File: config.mk
export PLATFORM = sky130hd
export DESIGN_NAME = up_down_counter_mod
export DESIGN_NICKNAME = d
export VERILOG_FILES = /design/src/rtl/up_down_counter_mod.sv
export SDC_FILE = /design/constraint.sdc
export NUM_CORES = 1
export LEC_CHECK = 0
export ABC_CLOCK_PERIOD_IN_PS = 1830
export CELL_PAD_IN_SITES_DETAIL_PLACEMENT = 1
export CELL_PAD_IN_SITES_GLOBAL_PLACEMENT = 1
export CORE_MARGIN = 4
export CORE_UTILIZATION = 31
export DETAILED_ROUTE_END_ITERATION = 8
export PLACE_DENSITY_LB_ADDON = 0.1
export SYNTH_ARGS = -nofsm -noshare
export SYNTH_HDL_FRONTEND = slang
export SYNTH_SLANG_ARGS = --single-unit
File: constraint.sdc
create_clock -name clk -period 1.83 [get_ports clk]
set_clock_uncertainty 0.1 [all_clocks]
set_input_delay 0.183 -clock clk [delete_from_list [all_inputs] [get_ports clk]]
set_output_delay 0.183 -clock clk [all_outputs]
set_load 0.05 [all_outputs]
File: src/rtl/up_down_counter_mod.sv
// Parametrised up/down counter with programmable terminal value, wrap/saturate
// modes, cascade carry chaining, a registered wrap pulse and a sticky overflow flag.
module up_down_counter_mod #(
  parameter int unsigned   N       = 8,
  parameter logic [N-1:0]  MAX_RST = {N{1'b1}}
) (
  input  logic         clk,
  input  logic         rst_b,
  input  logic         en_b,
  input  logic         cin_b,
  input  logic         load_b,
  input  logic         up,
  input  logic         sat,
  input  logic [N-1:0] load_in,
  input  logic         max_we,
  input  logic [N-1:0] max_in,
  output logic [N-1:0] q,
  output logic [N-1:0] max_q,
  output logic         rco_b,
  output logic         wrap_p,
  output logic         ovf
);

  logic         cnt;
  logic         term;
  logic [N-1:0] q_nxt;
  logic         wrap_nxt;
  logic         ovf_nxt;

  // Count qualifier and terminal detection; up-terminal also covers q loaded above max_q.
  assign cnt   = ~en_b & ~cin_b;
  assign term  = up ? (q >= max_q) : (q == '0);
  assign rco_b = ~(cnt & term);

  // Next-state selection: load beats counting; terminal count wraps or saturates.
  always_comb begin
    q_nxt    = q;
    wrap_nxt = 1'b0;
    ovf_nxt  = ovf;
    if (!load_b) begin
      q_nxt   = load_in;
      ovf_nxt = 1'b0;
    end else if (cnt) begin
      if (!term) begin
        q_nxt = up ? (q + N'(1)) : (q - N'(1));
      end else if (sat) begin
        q_nxt   = up ? max_q : '0;
        ovf_nxt = 1'b1;
      end else begin
        q_nxt    = up ? '0 : max_q;
        wrap_nxt = 1'b1;
        ovf_nxt  = 1'b1;
      end
    end
  end

  // State registers; max_q write is independent of load/count priority.
  always_ff @(posedge clk) begin
    if (!rst_b) begin
      q      <= '0;
      max_q  <= MAX_RST;
      wrap_p <= 1'b0;
      ovf    <= 1'b0;
    end else begin
      q      <= q_nxt;
      wrap_p <= wrap_nxt;
      ovf    <= ovf_nxt;
      if (max_we) begin
        max_q <= max_in;
      end
    end
  end

endmodule

After elaboration in Yosys (flattened, before gate mapping)
Index checks and enable logic that the tools add are counted.

Register bits after elaboration: 18. Input port bits: 24. Output and inout bits: 19. Logic and storage cells: 26.

$add $sub $neg: 2. Order comparisons: 1. Eq/ne operators: 1. Multiplexer cells: 9. Bitwise operators: 5. Reduce and logical (&&, ||, !) cells: 4.

Operators with widths (count): 2-to-1 mux 8 bit (7); adder 8 x 1 -> 8 bit (second input constant) (1); greater-or-equal comparator 8 bit (1); zero test 8 bit (1); subtractor 8 x 1 -> 8 bit (second input constant) (1); AND reduction 2 bit (2); AND reduction 4 bit (1); inverter 1 bit (3); AND 1 bit (2); 2-to-1 mux 1 bit (2); != test 2 x 1 -> 1 bit (second input constant) (1).

Depth between registers and ports, before layout
Word-level depth: 5. Gate-level depth with buffers: 8. Depth with buffers taken out: 7.

Worst setup path after synthesis
Ideal clock, no wire load.

Path kind: register to register. From: register max_q[7]. To: register ovf. Library setup time: 66 ps. Arrival: 2273 ps. Setup slack: -609 ps. Stages on the path, launching flop included: 9. Clock period less this slack: 2439 ps. Cell sequence: dfxtp_1 inv_1 ha_1 o21a_1 nor2_1 a211o_1 buf_6 or3_4 a21oi_2.

Cells in the longest elaborated chain, start to end: 3.

RTL lines: start, declared (RTL line 18) `output logic [N-1:0] max_q,`; start signal, assigned (RTL line 69) `max_q <= max_in;`; greater-or-equal comparator 8 bit (RTL line 32) `assign term = up ? (q >= max_q) : (q == '0);`; 2-to-1 mux 1 bit (RTL line 32); AND reduction 2 bit (no source line); end signal, assigned (RTL line 67) `ovf <= ovf_nxt;`; end, declared (RTL line 21) `output logic ovf`.

No other way between the ends. A chain may end at the register's enable or synchronous reset.

Final worst setup path
From: register max_q[7]. To: output port rco_b.

Cells in the longest elaborated chain, start to end: 4.

RTL lines: greater-or-equal comparator 8 bit (RTL line 32); 2-to-1 mux 1 bit (RTL line 32); AND 1 bit (RTL line 33) `assign rco_b = ~(cnt & term);`; inverter 1 bit (RTL line 33); end, declared (RTL line 19) `output logic rco_b,`.

No other way between the ends.

==> flow_summary.json <==
{
  "outcome": "complete, but fails checks",
  "violations": "setup timing",
  "io_buffers": 42,
  "cts.sinks": 18,
  "wl_mm": 6.403,
  "ys.warnings.count": 0,
  "min_from": "ovf",
  "p_per_area_nw_per_um2": 614.4,
  "vias_per_cell": 5.278,
  "worst-r2r-cell-count": 9,
  "yosys.area_share.simple": 0.2255,
  "yosysSeqAreaShare": 0.2414,
  "maxSlewHeadroom": 0.6627,
  "reg2reg_from": "max_q[7]",
  "setup_ws_ns": -0.4405,
  "ys_seq_elements": 18,
  "vias": 1821,
  "crit_fanout": 2,
  "leakage_nw": 1.201,
  "cts_root_buf": "clkbuf_8",
  "wl_per_cell_um": 18.56,
  "min_to": "ovf",
  "core_um2": 4504,
  "rows": 24,
  "tritoncts": "yes",
  "tightest_slew_ns": 0.5044,
  "antenna_found_initial": 0,
  "reg2reg_setup_slack_ns": -0.35,
  "syn_nets": 224,
  "postSynthCellCount": 185,
  "period_minus_slack_ns": 2.270,
  "peakVddDrop_mv": 0.3407,
  "hold_depth": 2,
  "drv_slew": 0,
  "worstSetupStartpointType": "register",
  "cts_hold_buf": 0,
  "clk_latency_ns": 0.27,
  "p_sw_uw": 648.6,
  "dieArea_um2": 5989,
  "synth_top_family_by_area": "compound AO/OA/AOI/OAI gates",
  "intPower_mw": 1.058,
  "crit_type": "reg2out",
  "synth_fa_ha_area_frac": 0.1308,
  "worstSetupEndpointType": "output pin",
  "firstDrtPassIters": 4,
  "synth_compound_area_frac": 0.2657,
  "synth_edf_count": 0,
  "ios": 43,
  "routabilityCongestion": 0.7841,
  "nets": 333,
  "drive_gt1_frac": 0.5256,
  "cts_buffer_depth": 2,
  "postRouteAntennaNets": 0,
  "synth_xor_area_frac": 0.04107,
  "die_w_um": 77.39,
  "clkTransAtPathRegs_ns": 0.08,
  "sequentialPowerShare": 0.266,
  "r2r-end": "q[6]",
  "die_h_um": 77.39,
  "clock.fmax_ghz": 0.4404,
  "period_share": 1.241,
  "rsz0062_at_grt": "true",
  "area_growth_pct": 86.09,
  "grt_max_degree": 19,
  "synth.distinct_cells": 46,
  "switching_share": 0.3801,
  "synth-async-reset-ratio": 0,
  "hold_viol": 0,
  "hpwlAfterDp_mm": 4.708,
  "syn_avg_cell_area_um2": 8.069,
  "postLayoutCellArea_um2": 2778,
  "grt_pass1_vias": 1977,
  "synth_ff_type": "dfxtp_1",
  "diodes": 0,
  "arrival_ns": 1.99,
  "grt_first_pass_wirelength_mm": 10.56,
  "pwr-share-comb": 0.523,
  "hp-class": "reg2reg",
  "place_area_um2": 2391,
  "syn_area_um2": 1493,
  "drc": 0,
  "start_util": 0.3314,
  "grt_util_all_layers": 0.2222,
  "clkPwrFrac": 0.211,
  "drv_cap": 0,
  "place_inst": 329,
  "htreeDepth": 1,
  "globalRoute.totalOverflow": 0,
  "critPathRequiredTime_ns": 1.55,
  "fin_cells": 345,
  "numCtsBuffers": 3,
  "finalSetupViolCount": 11,
  "pre_cts_ws_ns": -0.7013,
  "drtIter0Drc": 42,
  "synth_mux_area_frac": 0.006706
}
[placed cells by master (no fill, tap or decap), types with 4 or more instances in the layout]
| master | n |
|---|---|
| buf_4 | 80 |
| nand2_1 | 29 |
| clkdlybuf4s50_1 | 24 |
| o211ai_1 | 16 |
| dfxtp_4 | 12 |
| inv_1 | 9 |
| ha_4 | 9 |
| buf_6 | 8 |
| nor2_1 | 6 |
| a21oi_1 | 6 |
| o21ai_0 | 5 |
| xnor2_1 | 5 |
| ha_1 | 5 |
| inv_2 | 4 |
| o22ai_1 | 4 |
| clkbuf_8 | 4 |
| dfxtp_2 | 4 |
[per-layer routing]
layer / part of all wire / track usage / routed length (µm)
met5: 0 / 0 / 0
met4: 0.014 / 0.04982 / 91
met3: 0.039 / 0.02894 / 252
met2: 0.53 / 0.4154 / 3379
met1: 0.42 / 0.2693 / 2679
[power groups by stage]
stage / Combinational [mW] / Clock (mW) / Sequential, mW
2_1_floorplan: 0.302 / 0 / 0.564
3_3_place_gp: 0.712 / 0 / 0.457
3_5_place_dp: 0.735 / 0 / 0.459
4_1_cts: 0.831 / 0.365 / 0.454
5_1_grt: 0.957 / 0.387 / 0.460
6_report: 0.892 / 0.360 / 0.455
[logic make-up after synthesis]
family,after synthesis
flip-flops,18
buffers and inverters,25
AO/OA/AOI/OAI,56
AND/OR/NAND/NOR,63
multiplexers,1
adder cells (fa/ha/maj),15
XOR/XNOR,7
[worst max path at each step]
stage	slack, ns	endpoint	depth (start not counted)	start
3_3_place_gp	-0.51	q[6]	8	up
3_5_place_dp	-0.70	q[7]	9	up
2_1_floorplan	-0.22	ovf	8	max_q[7]
5_1_grt	-0.48	rco_b	7	max_q[7]
4_1_cts	-0.41	rco_b	7	max_q[7]
6_report	-0.44	rco_b	7	max_q[7]
[area by class of cell]
class | count | area (µm²)
Clock buffer | 4 | 55.05
Fill cell | 527 | 1727
Timing Repair Buffer | 114 | 959.7
Sequential cell | 18 | 410.4
Inverter | 15 | 61.31
Tap cell | 52 | 65.06
Multi-Input combinational cell | 142 | 1226
[worst max-delay path, cell delays in order, from the launching register on]
cell and delay [ns]:
dfxtp_4 0.37, inv_4 0.04, ha_4 0.26, o21a_1 0.12, nor2_1 0.05, a211o_1 0.31
or3_4 0.41, buf_12 0.16
[synth_stat cells, types with 2 or more instances]
cell	instances	area share
nand2_1	30	0.075
dfxtp_1	18	0.24
o211ai_1	16	0.080
inv_1	15	0.038
ha_1	14	0.12
a21oi_1	9	0.030
o21ai_0	7	0.023
nor2_1	6	0.015
buf_6	5	0.038
nor3_1	5	0.017
xnor2_1	5	0.029
clkbuf_1	4	0.010
o22ai_1	4	0.017
a211oi_1	3	0.015
nand3_1	3	0.010
nor2b_1	3	0.013
a21o_1	2	0.010
a31oi_1	2	0.0084
and2_1	2	0.0084
nor4_2	2	0.017
o21a_1	2	0.010
o21bai_1	2	0.010
or3_4	2	0.015
xor2_1	2	0.012
[repair_timing]
| item | CTS | global route |
|---|---|---|
| pin swaps | 14 | 5 |
| buffers inserted | 9 | 3 |
| resized for setup | 29 | 17 |
| setup endpoints to repair | 11 | 11 |
[state kept, by name (all words and copies together), names as in the netlist]
signal / cells
q: 8
wrap_p: 1
ovf: 1
max_q: 8
[per-stage QoR]
stage	total power [mW]	hold slack [ns]	setup TNS [ns]	util
after global routing	1.804	0.3855	-3.744	0.6167
after floorplan	0.8665	0.1613	-1.011	-
after CTS	1.650	0.3644	-1.905	0.5931
after detailed placement	1.194	0.3550	-5.128	0.5308
after global placement	1.169	0.3477	-4.401	0.5308
final	1.707	0.3579	-3.142	0.6167
Power figures use the tool's default switching activity.
